===== src/rtl/mem_map_pkg.sv =====
// Memory map constants and port-B read tag type shared by the port-B arbiter slice.
package mem_map_pkg;

  localparam int ADDR_W = 17;
  localparam int DATA_W = 24;

  localparam logic [ADDR_W-1:0] IMG_ROM_LAST = 17'd89999;
  localparam logic [ADDR_W-1:0] SIN_FIRST    = 17'd90000;
  localparam logic [ADDR_W-1:0] SIN_LAST     = 17'd90299;
  localparam logic [ADDR_W-1:0] RAM_BASE     = 17'd90300;

  typedef struct packed {
    logic valid;
    logic id;
    logic unmapped;
  } rd_tag_t;

  // Port B has no path to the sin ROM; reads there are answered with zero.
  function automatic logic in_sin_window(input logic [ADDR_W-1:0] addr);
    return (addr >= SIN_FIRST) && (addr <= SIN_LAST);
  endfunction

endpackage


===== src/rtl/port_b_arbiter_if.sv =====
// Two-requester read bus plus the memory-stage port B connection.
interface port_b_arbiter_if;
  import mem_map_pkg::*;

  logic              req_0;
  logic              req_1;
  logic [ADDR_W-1:0] addr_0;
  logic [ADDR_W-1:0] addr_1;
  logic              gnt_0;
  logic              gnt_1;
  logic              rvalid_0;
  logic              rvalid_1;
  logic [DATA_W-1:0] rdata_0;
  logic [DATA_W-1:0] rdata_1;
  logic [ADDR_W-1:0] mem_addr_b;
  logic [DATA_W-1:0] mem_rdata_b;
  logic              err_unmapped;

  modport master (
    output req_0, req_1, addr_0, addr_1, mem_rdata_b,
    input  gnt_0, gnt_1, rvalid_0, rvalid_1, rdata_0, rdata_1, mem_addr_b, err_unmapped
  );

  modport slave (
    input  req_0, req_1, addr_0, addr_1, mem_rdata_b,
    output gnt_0, gnt_1, rvalid_0, rvalid_1, rdata_0, rdata_1, mem_addr_b, err_unmapped
  );

endinterface


===== src/rtl/rd_tag_pipe.sv =====
// Fixed-depth shift register carrying read tags alongside the port-B read latency.
module rd_tag_pipe
  import mem_map_pkg::*;
#(
  parameter int DEPTH = 2
) (
  input  logic    clk,
  input  logic    clr,
  input  rd_tag_t tag_in,
  output rd_tag_t tag_out
);

  rd_tag_t stage [DEPTH];

  always_ff @(posedge clk) begin
    if (clr) begin
      for (int i = 0; i < DEPTH; i++) stage[i] <= '0;
    end else begin
      stage[0] <= tag_in;
      for (int i = 1; i < DEPTH; i++) stage[i] <= stage[i-1];
    end
  end

  assign tag_out = stage[DEPTH-1];

endmodule


===== src/rtl/port_b_arbiter.sv =====
// Shares memory port B between pixel fetch (0) and debug dump (1), one read per cycle,
// and routes each returned word back to its issuer.
module port_b_arbiter
  import mem_map_pkg::*;
#(
  parameter int RD_LATENCY = 2,
  parameter int PRIO_MODE  = 0,
  parameter int MAX_WAIT   = 15
) (
  input  logic              clk,
  input  logic              rst,
  port_b_arbiter_if.slave   bus
);

  localparam logic [7:0] MAX_WAIT_C = 8'(MAX_WAIT);

  logic              gnt_0_c;
  logic              gnt_1_c;
  logic              xfer;
  logic              last_gnt;
  logic [7:0]        wait_cnt;
  logic [ADDR_W-1:0] mem_addr_q;
  logic [ADDR_W-1:0] mem_addr_c;
  logic [DATA_W-1:0] rdata_0_q;
  logic [DATA_W-1:0] rdata_1_q;
  logic [DATA_W-1:0] ret_word;
  logic              rvalid_0_c;
  logic              rvalid_1_c;
  rd_tag_t           tag_in;
  rd_tag_t           tag_out;

  always_comb begin
    gnt_0_c = 1'b0;
    gnt_1_c = 1'b0;
    if (!rst) begin
      if (PRIO_MODE == 0) begin
        if (bus.req_0 && bus.req_1) begin
          gnt_0_c = last_gnt;
          gnt_1_c = !last_gnt;
        end else begin
          gnt_0_c = bus.req_0;
          gnt_1_c = bus.req_1;
        end
      end else begin
        // Requester 1 gets through alone, or once it has waited MAX_WAIT cycles.
        if (bus.req_1 && (!bus.req_0 || wait_cnt == MAX_WAIT_C)) gnt_1_c = 1'b1;
        else                                                     gnt_0_c = bus.req_0;
      end
    end
  end

  assign xfer       = gnt_0_c || gnt_1_c;
  assign mem_addr_c = gnt_1_c ? bus.addr_1 : (gnt_0_c ? bus.addr_0 : mem_addr_q);

  always_ff @(posedge clk) begin
    if (rst) begin
      last_gnt   <= 1'b1;
      wait_cnt   <= 8'd0;
      mem_addr_q <= '0;
    end else begin
      if (xfer) last_gnt <= gnt_1_c;
      if (!bus.req_1 || gnt_1_c) wait_cnt <= 8'd0;
      else if (wait_cnt != 8'hFF) wait_cnt <= wait_cnt + 8'd1;
      mem_addr_q <= mem_addr_c;
    end
  end

  always_comb begin
    tag_in          = '0;
    tag_in.valid    = xfer;
    tag_in.id       = gnt_1_c;
    tag_in.unmapped = in_sin_window(mem_addr_c);
  end

  rd_tag_pipe #(.DEPTH(RD_LATENCY)) u_tag_pipe (
    .clk     (clk),
    .clr     (rst),
    .tag_in  (tag_in),
    .tag_out (tag_out)
  );

  // Gate by rst so a return landing in the reset cycle is also dropped.
  assign rvalid_0_c = tag_out.valid && !tag_out.id && !rst;
  assign rvalid_1_c = tag_out.valid &&  tag_out.id && !rst;
  assign ret_word   = tag_out.unmapped ? '0 : bus.mem_rdata_b;

  always_ff @(posedge clk) begin
    if (rst) begin
      rdata_0_q <= '0;
      rdata_1_q <= '0;
    end else begin
      if (rvalid_0_c) rdata_0_q <= ret_word;
      if (rvalid_1_c) rdata_1_q <= ret_word;
    end
  end

  assign bus.gnt_0        = gnt_0_c;
  assign bus.gnt_1        = gnt_1_c;
  assign bus.rvalid_0     = rvalid_0_c;
  assign bus.rvalid_1     = rvalid_1_c;
  assign bus.rdata_0      = rvalid_0_c ? ret_word : rdata_0_q;
  assign bus.rdata_1      = rvalid_1_c ? ret_word : rdata_1_q;
  assign bus.mem_addr_b   = mem_addr_c;
  assign bus.err_unmapped = tag_out.valid && tag_out.unmapped && !rst;

endmodule


===== src/flat_wrapper.sv =====
// flat-port wrapper written by rule: the top's interface ports become plain ports
module port_b_arbiter_flat import mem_map_pkg::*;
#(
  parameter int RD_LATENCY = 2,
  parameter int PRIO_MODE  = 0,
  parameter int MAX_WAIT   = 15
)
  (clk, rst, bus_req_0, bus_req_1, bus_addr_0, bus_addr_1, bus_mem_rdata_b, bus_gnt_0, bus_gnt_1, bus_rvalid_0, bus_rvalid_1, bus_rdata_0, bus_rdata_1, bus_mem_addr_b, bus_err_unmapped);
  port_b_arbiter_if bus_i ();
  input  logic clk;
  input  logic rst;
  input wire logic [$bits(bus_i.req_0)-1:0] bus_req_0;
  input wire logic [$bits(bus_i.req_1)-1:0] bus_req_1;
  input wire logic [$bits(bus_i.addr_0)-1:0] bus_addr_0;
  input wire logic [$bits(bus_i.addr_1)-1:0] bus_addr_1;
  input wire logic [$bits(bus_i.mem_rdata_b)-1:0] bus_mem_rdata_b;
  output wire logic [$bits(bus_i.gnt_0)-1:0] bus_gnt_0;
  output wire logic [$bits(bus_i.gnt_1)-1:0] bus_gnt_1;
  output wire logic [$bits(bus_i.rvalid_0)-1:0] bus_rvalid_0;
  output wire logic [$bits(bus_i.rvalid_1)-1:0] bus_rvalid_1;
  output wire logic [$bits(bus_i.rdata_0)-1:0] bus_rdata_0;
  output wire logic [$bits(bus_i.rdata_1)-1:0] bus_rdata_1;
  output wire logic [$bits(bus_i.mem_addr_b)-1:0] bus_mem_addr_b;
  output wire logic [$bits(bus_i.err_unmapped)-1:0] bus_err_unmapped;
  assign bus_i.req_0 = bus_req_0;
  assign bus_i.req_1 = bus_req_1;
  assign bus_i.addr_0 = bus_addr_0;
  assign bus_i.addr_1 = bus_addr_1;
  assign bus_i.mem_rdata_b = bus_mem_rdata_b;
  assign bus_gnt_0 = bus_i.gnt_0;
  assign bus_gnt_1 = bus_i.gnt_1;
  assign bus_rvalid_0 = bus_i.rvalid_0;
  assign bus_rvalid_1 = bus_i.rvalid_1;
  assign bus_rdata_0 = bus_i.rdata_0;
  assign bus_rdata_1 = bus_i.rdata_1;
  assign bus_mem_addr_b = bus_i.mem_addr_b;
  assign bus_err_unmapped = bus_i.err_unmapped;
  port_b_arbiter #(.RD_LATENCY(RD_LATENCY), .PRIO_MODE(PRIO_MODE), .MAX_WAIT(MAX_WAIT)) u_core (.clk(clk), .rst(rst), .bus(bus_i));
endmodule

===== config.mk =====
export PLATFORM = sky130hd
export DESIGN_NAME = port_b_arbiter_flat
export DESIGN_NICKNAME = d
export VERILOG_FILES = /design/src/rtl/mem_map_pkg.sv /design/src/rtl/port_b_arbiter_if.sv /design/src/rtl/rd_tag_pipe.sv /design/src/rtl/port_b_arbiter.sv /design/src/flat_wrapper.sv
export SDC_FILE = /design/constraint.sdc
export NUM_CORES = 1
export LEC_CHECK = 0
export BUFFER_PORTS_ARGS = -buffer_cell sky130_fd_sc_hd__buf_4
export CORE_ASPECT_RATIO = 1.1
export CORE_MARGIN = 4
export CORE_UTILIZATION = 43
export DETAILED_ROUTE_END_ITERATION = 7
export GPL_ROUTABILITY_DRIVEN = 0
export PLACE_DENSITY = 0.76
export SETUP_SLACK_MARGIN = 0.02
export SYNTH_ARGS = -nofsm -noshare
export SYNTH_HDL_FRONTEND = slang
export SYNTH_SLANG_ARGS = --single-unit

===== constraint.sdc =====
create_clock -name clk -period 2.4 [get_ports clk]
set_input_delay 0.36 -clock clk [delete_from_list [all_inputs] [get_ports clk]]
set_output_delay 0.36 -clock clk [all_outputs]
set_load 0.02 [all_outputs]

==> impl_summary.md <==
Finish
The finished layout holds approximately 610 standard cells, fillers aside. The area used by sequential logic in the layout is 1440 sq um. In the layout the commonest cells are 152 x sky130_fd_sc_hd__buf_4, 71 x sky130_fd_sc_hd__dfxtp_1, 52 x sky130_fd_sc_hd__o21ai_0. The total inserted antenna cells is 0. The total of fill cells in the finished design is slightly above 600. Compared with the post-synthesis result, the final layout area differs by 44.5%.

The share of layout cells above drive strength 1 is 0.346. The most common cell after layout, fill and taps aside is sky130_fd_sc_hd__buf_4. The number of nets at the end of the flow is 583. The multi-input logic area is roughly 1500 sq um.

Clocking
The number of setup buffers added after CTS is 0. The buffer cell driving the clock tree root is sky130_fd_sc_hd__clkbuf_8. The maximum number of buffers from clock root to sink is 2. The clock sink count is 72. The H-tree was split into 3 levels. The number of buffers inserted by hold repair at cts is 0. The later-pin clock latency in the skew report is 0.34 ns.

The TritonCTS clock tree is built. The CTS buffer count is 9. Clock-pin slew was measured on the worst setup and hold paths at 0.07 ns.

Post-CTS repair changed the size of 0 cells.

Synth
In the post-synthesis netlist, the biggest area contributors are sky130_fd_sc_hd__dfxtp_1 46%, sky130_fd_sc_hd__and2_1 10%, sky130_fd_sc_hd__o21ai_0 8.8%. The post-synthesis instance area is around 3100 sq um. The fraction of synthesis flops using an asynchronous set or reset pin is 0. The synthesized design contains 72 register bits. The portion of the post-synthesis area used by sequential elements is 0.460. The cell taking the most area after synthesis is sky130_fd_sc_hd__dfxtp_1. The mean instance size in the synthesized netlist is 8.22 sq um. The synthesized design contains 0 enable-type register cells. The synthesis warning total is 0. The share of the synthesized area in the top cell type is 0.460. For this run, the leading register cell type out of synthesis is sky130_fd_sc_hd__dfxtp_1.

The post-synthesis instance total is 381. Yosys mapped the design onto 44 distinct sky130hd cell types. When the netlist entered floorplanning its net count stood at 443.

Detailed routing
In the final routed layout, each cell accounts on average for approximately 14 um. The count of nets left with antenna violations once routing finished came out at 0. The first detailed-routing pass ran for 4 iterations.

For this block, the routed nets add up to 8.74 mm of wire. The iteration-0 DRC count of the detailed router is 116. For this run, design rule violations remaining after detail routing come to 0. For this block, the via count after detailed routing is a little over 3000. Using the TritonRoute via totals, the vias-per-cell ratio works out to between 5 and 6.

Power
The fraction of power consumed by sequential logic is 0.432. Of the total power, the share spent switching nets is 0.252. The largest vdd supply drop is about 0.36 mV. The analysis attributes to cell leakage a power of roughly 0.0021 uW. The cell internal power dissipation is 2160 uW. Power spread over the standard cell area amounts to 640 nW/um^2. Of the total power, the clock network draws 0.392. The part of the total power dissipated in combinational logic is 0.176. The analysis attributes to net switching a power of 729 uW.

STA
The routed design could run at a clock period as short as 2.25 ns. Across the routed clock network, the largest skew measured is 0.0108 ns. The tightest slew margin relative to the limit is 0.617. Setup repair after global routing left no endpoint under its margin. The number of max-slew violations in the final report is 0. The number of setup violations in the final report is 0. The share of the clock period used by the worst path after layout is 0.935. The total negative slack is 0 ns. The count of endpoints failing hold in the final timing report is 0. Final hold analysis gives a worst-case slack of roughly 0.31 ns. Static timing analysis puts the maximum clock frequency at 445 MHz. The slew at the pin closest to its max-slew limit is roughly 0.57 ns.

Critical path
The startpoint of the lowest-slack register-to-register path is u_core.last_gnt$_SDFFE_PP1P_. The worst register-to-register path has a setup slack of 0.22 ns. The largest fanout of any net on the critical path is 6. Data on the critical path arrives at its endpoint at 1.89 ns. The critical path in this run is classified as register to primary output. At the worst endpoint, the required time is 2.04 ns.

The worst setup path is captured at a primary output. The most critical setup path has its endpoint at bus_mem_addr_b[15]. The length in cells of the worst reg-to-reg path is 7. The worst setup path is launched from a register. The reg-to-reg endpoint is u_core.u_tag_pipe.stage[0][0]$_SDFF_PP0_. The critical path starts at u_core.last_gnt$_SDFFE_PP1P_.

Floorplan
The area of the die is 8710 sq um. The initial utilization of the core area, before any placement, comes to 0.444. The I/O pin count is 132. The x dimension of the die is 89.4 um. The core area is 7050 sq um. The floorplan has 32 rows.

The height of the die is 97.5 um.

Run
The tool flagged a number of max-cap violations equal to 0.

Placed design
The post-DP HPWL is between 6 and 7 mm. The count of input and output buffers is between 100 and 150. The placed cell count is between 500 and 600.

Outcome
The flow ran to the end, and the final reports show no timing, DRC or antenna violations.

Global routing
Across every metal layer, demand over resource in global routing totals 0.199. The busiest layer in global routing is met2. The largest net degree at the start of global routing is 53.

The via count of the first global-routing pass is 2986. The global-route wire length before repair is 13.7 mm. For this run, global-route usage on met1 was measured as 0.256.

The met3 capacity usage during global routing is 0.0662. The initial antenna violation count is 0. Summed over all layers, the global routing overflow is 0. The met2 routing resource usage after global routing is 0.306.

Hold path
The worst hold path belongs to the class input pin to register.
==> power by group through the flow <==
stage | Clock, uW | Sequential [uW] | Combinational (uW)
final | 1130 | 1250 | 509
after global routing | 1210 | 1250 | 551
after CTS | 1160 | 1250 | 506
after detailed placement | 0 | 1280 | 504
after global placement | 0 | 1280 | 502
after floorplan | 0 | 1270 | 259
==> logic make-up (layout without fill, tap and decap cells) <==
family | after synthesis | after routing | synth area share
simple gates | 172 | 172 | 0.287
compound gates | 94 | 94 | 0.195
flops | 72 | 72 | 0.460
buf+inv | 43 | 188 | 0.0568
==> worst max-delay path, stage by stage, from the launching register on <==
cell,delay (ns)
sky130_fd_sc_hd__dfxtp_2,0.38
sky130_fd_sc_hd__nor2b_1,0.07
sky130_fd_sc_hd__or2_4,0.28
sky130_fd_sc_hd__buf_4,0.17
sky130_fd_sc_hd__o22ai_1,0.21
sky130_fd_sc_hd__o21bai_1,0.21
sky130_fd_sc_hd__inv_1,0.08
sky130_fd_sc_hd__buf_4,0.16
==> routing by layer <==
metal | part of all wire | wire [um] | vias up
li1 | - | - | 1552
met1 | 0.43 | 3740 | 1339
met2 | 0.46 | 3990 | 153
met3 | 0.097 | 848 | 13
met4 | 0.019 | 163 | 0
met5 | 0 | 0 | -
==> how the worst min path moves through the flow <==
stage	endpoint	depth (start not counted)	start	slack [ns]
finish	u_core.mem_addr_q[3]$_SDFF_PP0_	3	bus_addr_0[3]	0.31
CTS	u_core.mem_addr_q[1]$_SDFF_PP0_	3	bus_addr_1[1]	0.29
detailed placement	u_core.u_tag_pipe.stage[0][4]$_SDFF_PP0_	1	u_core.u_tag_pipe.stage[0][1]$_SDFF_PP0_	0.43
global placement	u_core.u_tag_pipe.stage[0][3]$_SDFF_PP0_	1	u_core.u_tag_pipe.stage[0][0]$_SDFF_PP0_	0.42
global route	u_core.mem_addr_q[3]$_SDFF_PP0_	3	bus_addr_0[3]	0.31
floorplan	u_core.u_tag_pipe.stage[0][3]$_SDFF_PP0_	1	u_core.u_tag_pipe.stage[0][0]$_SDFF_PP0_	0.41
==> registers in the layout (all words and copies together), names as in the netlist <==
signal and cells:
u_core.last_gnt 1, u_core.mem_addr_q 17, u_core.rdata_0_q 24, u_core.rdata_1_q 24
u_core.u_tag_pipe.stage 6
==> per-stage QoR <==
step | area [sq um] | power [uW] | setup WS (ns) | utilization
after floorplan | 3130 | 1530 | 0.0442 | -
after global placement | 4280 | 1780 | 0.0923 | 0.607
after detailed placement | 4280 | 1780 | 0.0202 | 0.607
after CTS | 4520 | 2920 | 0.0503 | 0.641
after global routing | 4520 | 3010 | 0.0686 | 0.642
final | 4520 | 2890 | 0.155 | 0.642
==> cells in the mapped netlist (3+ instances only) <==
library cell               number
sky130_fd_sc_hd__nor2b_1        6
sky130_fd_sc_hd__nor2_1        20
sky130_fd_sc_hd__a21oi_1        5
sky130_fd_sc_hd__o32ai_1        3
sky130_fd_sc_hd__o21bai_1       3
sky130_fd_sc_hd__nand2b_1      26
sky130_fd_sc_hd__dfxtp_1       72
sky130_fd_sc_hd__inv_2          3
sky130_fd_sc_hd__or3_1          4
sky130_fd_sc_hd__o22ai_1        6
sky130_fd_sc_hd__nand3_1        4
sky130_fd_sc_hd__nand2_1       51
sky130_fd_sc_hd__o32a_2         3
sky130_fd_sc_hd__clkbuf_1      19
sky130_fd_sc_hd__and2_1        50
sky130_fd_sc_hd__nor3_1         5
sky130_fd_sc_hd__o21ai_0       55
sky130_fd_sc_hd__inv_1         16
==> final cells by class <==
cell class | count | area share
clock inverter | 7 | 0.0266
tap | 85 | 0.0235
multi-input combinational | 266 | 0.335
inverter | 20 | 0.0166
timing repair buffer | 152 | 0.252
clock buffer | 9 | 0.0274
sequential | 72 | 0.319
Power figures use the tool's default switching activity.
